$ cat src/rtl/player_motion_ctrl.sv
// rtl/player_motion_ctrl.sv - per-player frame-gated jump/gravity motion sequencer
// Optional jump buffer in FALL enabled by defining PLAYER_JUMP_BUFFER_EN.
module player_motion_ctrl #(
    parameter logic [7:0] UP_CODE    = 8'h52,
    parameter logic [7:0] LEFT_CODE  = 8'h50,
    parameter logic [7:0] RIGHT_CODE = 8'h4f,
    parameter int         X_STEP     = 2,
    parameter int         JUMP_V0    = 8,
    parameter int         GRAVITY    = 1,
    parameter int         MAX_FALL   = 8,
    parameter int         BUF_FRAMES = 4
) (
    input  logic        Clk,
    input  logic        Reset,
    input  logic        frame_clk,
    input  logic [15:0] keycode,
    input  logic        on_ground,
    input  logic        head_blocked,
    output logic [9:0]  x_vel,
    output logic [9:0]  y_vel,
    output logic [1:0]  state,
    output logic        jump_start
);

    typedef enum logic [1:0] {
        GROUND  = 2'b00,
        RISE    = 2'b01,
        FALL    = 2'b10,
        ILLEGAL = 2'b11
    } state_t;

    localparam logic signed [9:0] X_S    = 10'(X_STEP);
    localparam logic signed [9:0] JV_S   = 10'(JUMP_V0);
    localparam logic signed [9:0] GRAV_S = 10'(GRAVITY);
    localparam logic signed [9:0] MAXF_S = 10'(MAX_FALL);
    localparam logic signed [9:0] ZERO_S = 10'sd0;

    state_t            cur_state, nxt_state;
    logic signed [9:0] y_q, y_d, x_q, x_d, nv;
    logic              fs1, fs2, fs3, tick;
    logic              up, left, right, up_prev, jump_edge, launch;

    // fs3 remembers the synced level so a held frame_clk yields one tick
    always_ff @(posedge Clk or posedge Reset) begin
        if (Reset) begin
            fs1 <= 1'b0;
            fs2 <= 1'b0;
            fs3 <= 1'b0;
        end else begin
            fs1 <= frame_clk;
            fs2 <= fs1;
            fs3 <= fs2;
        end
    end

    assign tick      = fs2 & ~fs3;
    assign up        = (keycode[15:8] == UP_CODE);
    assign left      = (keycode[7:0] == LEFT_CODE);
    assign right     = (keycode[7:0] == RIGHT_CODE);
    assign jump_edge = up & ~up_prev;
    assign nv        = y_q + GRAV_S;

`ifdef PLAYER_JUMP_BUFFER_EN
    logic [7:0] buf_cnt;

    always_ff @(posedge Clk or posedge Reset) begin
        if (Reset) begin
            buf_cnt <= 8'd0;
        end else if (tick) begin
            if (launch)
                buf_cnt <= 8'd0;
            else if (cur_state == FALL && jump_edge)
                buf_cnt <= 8'(BUF_FRAMES);
            else if (buf_cnt != 8'd0)
                buf_cnt <= buf_cnt - 8'd1;
        end
    end
`endif

    always_comb begin
        nxt_state = cur_state;
        y_d       = y_q;
        launch    = 1'b0;
        if (left)
            x_d = -X_S;
        else if (right)
            x_d = X_S;
        else
            x_d = ZERO_S;

        case (cur_state)
            GROUND: begin
                if (jump_edge && on_ground) begin
                    nxt_state = RISE;
                    y_d       = -JV_S;
                    launch    = 1'b1;
                end else if (!on_ground) begin
                    nxt_state = FALL;
                    y_d       = GRAV_S;
                end else begin
                    y_d = ZERO_S;
                end
            end
            RISE: begin
                // a ceiling hit wins even if the sprite also reports ground
                if (head_blocked) begin
                    nxt_state = FALL;
                    y_d       = ZERO_S;
                end else begin
                    y_d = nv;
                    if (nv >= ZERO_S)
                        nxt_state = FALL;
                end
            end
            FALL: begin
                if (on_ground) begin
                    nxt_state = GROUND;
                    y_d       = ZERO_S;
`ifdef PLAYER_JUMP_BUFFER_EN
                    if (buf_cnt != 8'd0) begin
                        nxt_state = RISE;
                        y_d       = -JV_S;
                        launch    = 1'b1;
                    end
`endif
                end else begin
                    y_d = (nv > MAXF_S) ? MAXF_S : nv;
                end
            end
            default: begin
                nxt_state = FALL;
                y_d       = ZERO_S;
            end
        endcase
    end

    always_ff @(posedge Clk or posedge Reset) begin
        if (Reset) begin
            cur_state  <= GROUND;
            y_q        <= ZERO_S;
            x_q        <= ZERO_S;
            jump_start <= 1'b0;
            up_prev    <= 1'b1;
        end else begin
            jump_start <= tick & launch;
            if (tick) begin
                cur_state <= nxt_state;
                y_q       <= y_d;
                x_q       <= x_d;
                up_prev   <= up;
            end
        end
    end

    assign state = cur_state;
    assign x_vel = x_q;
    assign y_vel = y_q;

endmodule
$ cat config.mk
export PLATFORM = sky130hd
export DESIGN_NAME = player_motion_ctrl
export DESIGN_NICKNAME = d
export VERILOG_FILES = /design/src/rtl/player_motion_ctrl.sv
export SDC_FILE = /design/constraint.sdc
export NUM_CORES = 1
export LEC_CHECK = 0
export CORE_ASPECT_RATIO = 1.2
export CORE_MARGIN = 3
export CORE_UTILIZATION = 40
export CTS_BUF_LIST = sky130_fd_sc_hd__clkbuf_8 sky130_fd_sc_hd__clkbuf_16
export DETAILED_ROUTE_END_ITERATION = 7
export GPL_TIMING_DRIVEN = 0
export PLACE_DENSITY = 0.76
export SYNTH_ARGS = -nofsm -noshare
export SYNTH_HDL_FRONTEND = slang
export SYNTH_SLANG_ARGS = --single-unit
$ cat constraint.sdc
create_clock -name Clk -period 1.92 [get_ports Clk]
set_input_delay 0.576 -clock Clk [delete_from_list [all_inputs] [get_ports Clk]]
set_output_delay 0.576 -clock Clk [all_outputs]
set_load 0.01 [all_outputs]
==> flow_summary.ini <==
[run_status]
status = finished, violations left
violations = negative setup slack

[critical_path]
cp_max_fo = 6
crit_required_ns = 2.07
end_kind = flip-flop
cp-startpoint = y_vel[1]
cp.arrival_ns = 2.29
slowest_delay_ns = 0.44
path_class = reg2reg
cp_slowest_cell = dfrtp_2
r2r-start = y_vel[1]
cpMostUsedCell = buf_4
start_kind = flip-flop
path_cells = buf_4 -> nand4_1 -> nor3_2 -> xnor2_2 -> o211a_1 -> a21oi_4 -> buf_4 -> a221o_1

[clocking]
cts.reportedPaths.clkPinSlew_ns = 0.07
clockBufferDepth = 2
insertion_delay_ns = 0.26
cts_tree = yes
ctsHtreeMaxLevel = 1
cts_root_buf = clkbuf_8
numCtsBuffers = 3
cts_sinks = 19

[floorplan]
die-width_um = 56.4
pin_count = 44
core_area_um2 = 2860
initial_utilization_pct = 42.6
die_y_um = 66.5
rows = 21
dieArea_um2 = 3750

[finish]
fin_nets = 227
fill_cells = 215
multi_input_area_um2 = 805
seqCellArea_um2 = 484
area_growth_pct = 66.8
drive_above_1_share_pct = 31.9
stdcell_area_um2 = 2030
antenna-diode-count = 0

[grt]
grtUsageTotal_pct = 19.1
antenna_found_initial = 0
first_global_vias = 1354
globalRoute.totalOverflow = 0
grt_pass1_wl_um = 5710
grt_max_degree = 20

[logic_synthesis]
synth.net_count = 163
yosys-top-cells-area = dfrtp_1 37%, nand2_1 5.2%, buf_4 4.9%
syn_avg_cell_area_um2 = 8.65
yosys_warnings = 0
synthTopCellsByCount = 18 x dfrtp_1, 17 x nand2_1, 10 x o21ai_0
yosysTopAreaCellShare_pct = 36.9
synth-edff-count = 0
async_reset_ff_share_pct = 100
synth_seq_cells = 19
syn_inst = 141
synth_area_um2 = 1220
yosysMostFrequentCell = dfrtp_1
yosysUniqueCellTypes = 42
yosysSeqAreaShare_pct = 39.1
synth_area_leader_cell = dfrtp_1
synth_flop_cell = dfrtp_1

[job]
cap_violations = 0

[placement]
dp_hpwl_um = 2330
pre_cts_ws_ns = -0.689
io_buffers = 42
place_area_um2 = 1730
place_congestion = 0.834

[pwr]
ir_worst_vdd_mv = 0.323
leakagePower_nw = 0.877
p_total_uw = 921
power_density_nw_per_um2 = 453

[timing]
maxSlewViolCount = 0
max-slew-margin-rel_pct = 50.8
fin_tns_setup_ns = -1.32
max_freq_ghz = 0.466
setup_viol = 16
hold_violations = 0
fin_skew_ns = 0.00133
period_needed_ns = 2.15
period_share_pct = 112
worst_slack_ns = -0.227
tightest_slew_ns = 0.738
rsz0062_at_grt = true

[routing]
vias_per_cell = 5.66
ant_nets = 0
vias = 1348
drt-pass1-iter-count = 4
drc = 0
drt-initial-drc-count = 70
wl_um = 3690
wl_per_cell_um = 15.5

[min_path]
min_from = fs1
min_path_type = reg2reg
[worst paths after layout]
kind / endpoint / slack, ns / cells after the start
setup reg to reg: y_vel[4] / -0.23 / 8
setup / recovery: y_vel[4] / -0.23 / 8
hold / removal: fs2 / 0.35 / 0
hold reg to reg: fs2 / 0.35 / 0
min in group asynchronous: y_vel[5] / 0.73 / 2
max in group asynchronous: y_vel[8] / 0.67 / 2
[registers in the layout, indices dropped and copies added, names as in the netlist]
name,count
up_prev,1
y_vel,10
fs1,1
fs2,1
state,2
jump_start,1
x_vel,2
fs3,1
[layer usage]
layer	wire length, µm	up-vias	global-route usage, %	part of all wire, %
met3	286	7	2.91	7.7
met2	2010	66	35.7	54
met4	55	0	9.79	1.5
met5	0	-	0	0
li1	-	631	-	-
met1	1340	644	20.6	36
[critical path: cells and delay by family (launching register included)]
family | cells | cell delay (ns)
AND/OR/NAND/NOR | 2 | 0.48
AO/OA/AOI/OAI | 3 | 0.66
buffers and inverters | 2 | 0.28
XOR/XNOR | 1 | 0.17
flip-flops | 1 | 0.44
[kinds of logic after synthesis]
family,synth area share (%)
xor gates and xnor gates,0.718
and+or+nand+nor,27.6
buffers and inverters,9.13
DFF,39.1
muxes,3.28
adders and majority gates,1.03
other,0.307
AOI/OAI and AO/OA,18.9
[per-stage QoR]
step	util [%]	instances	hold slack (ns)
2_1_floorplan	-	141	0.331
3_3_place_gp	60.4	217	0.333
3_5_place_dp	60.4	217	0.335
4_1_cts	66.7	231	0.352
5_1_grt	71.0	238	0.358
6_report	71.0	238	0.351
[report_power, final]
part | internal (mW) | total [mW] | switching [mW]
combinational | 0.110 | 0.194 | 0.0832
clock | 0.143 | 0.285 | 0.142
sequential | 0.417 | 0.443 | 0.0260
[placed cells by master, fill, tap and decap left out, drive strengths merged, types with 2 or more instances in the layout]
master	instances
buf	30
o21ai	13
clkdlybuf4s50	31
nand3	8
a221o	2
clkbuf	5
dlymetal6s2s	2
dlygate4sd2	2
nor4b	2
nand3b	2
nand2b	5
nand4	3
a21oi	9
a21o	2
nor4	3
mux2i	4
nor3	6
nand2	18
clkdlybuf4s15	5
or3	2
nor2	7
dfrtp	18
or3b	2
inv	6
[final cells by class]
cell class | instances | area share, %
Multi-Input combinational cell | 104 | 39.5
Timing Repair Buffer | 59 | 26.8
Sequential cell | 19 | 23.8
Buffer | 13 | 4.67
Tap cell | 34 | 2.09
Clock buffer | 3 | 2.03
Inverter | 5 | 0.923
Clock inverter | 1 | 0.185
[timing repair]
action / in CTS / in global routing
hold buffers: 0 / 0
buffers inserted: 10 / 7
pin swaps: 17 / 10
resized for setup: 32 / 17
endpoints found under the setup margin: 19 / 23
(Power assumes the default switching activity.)
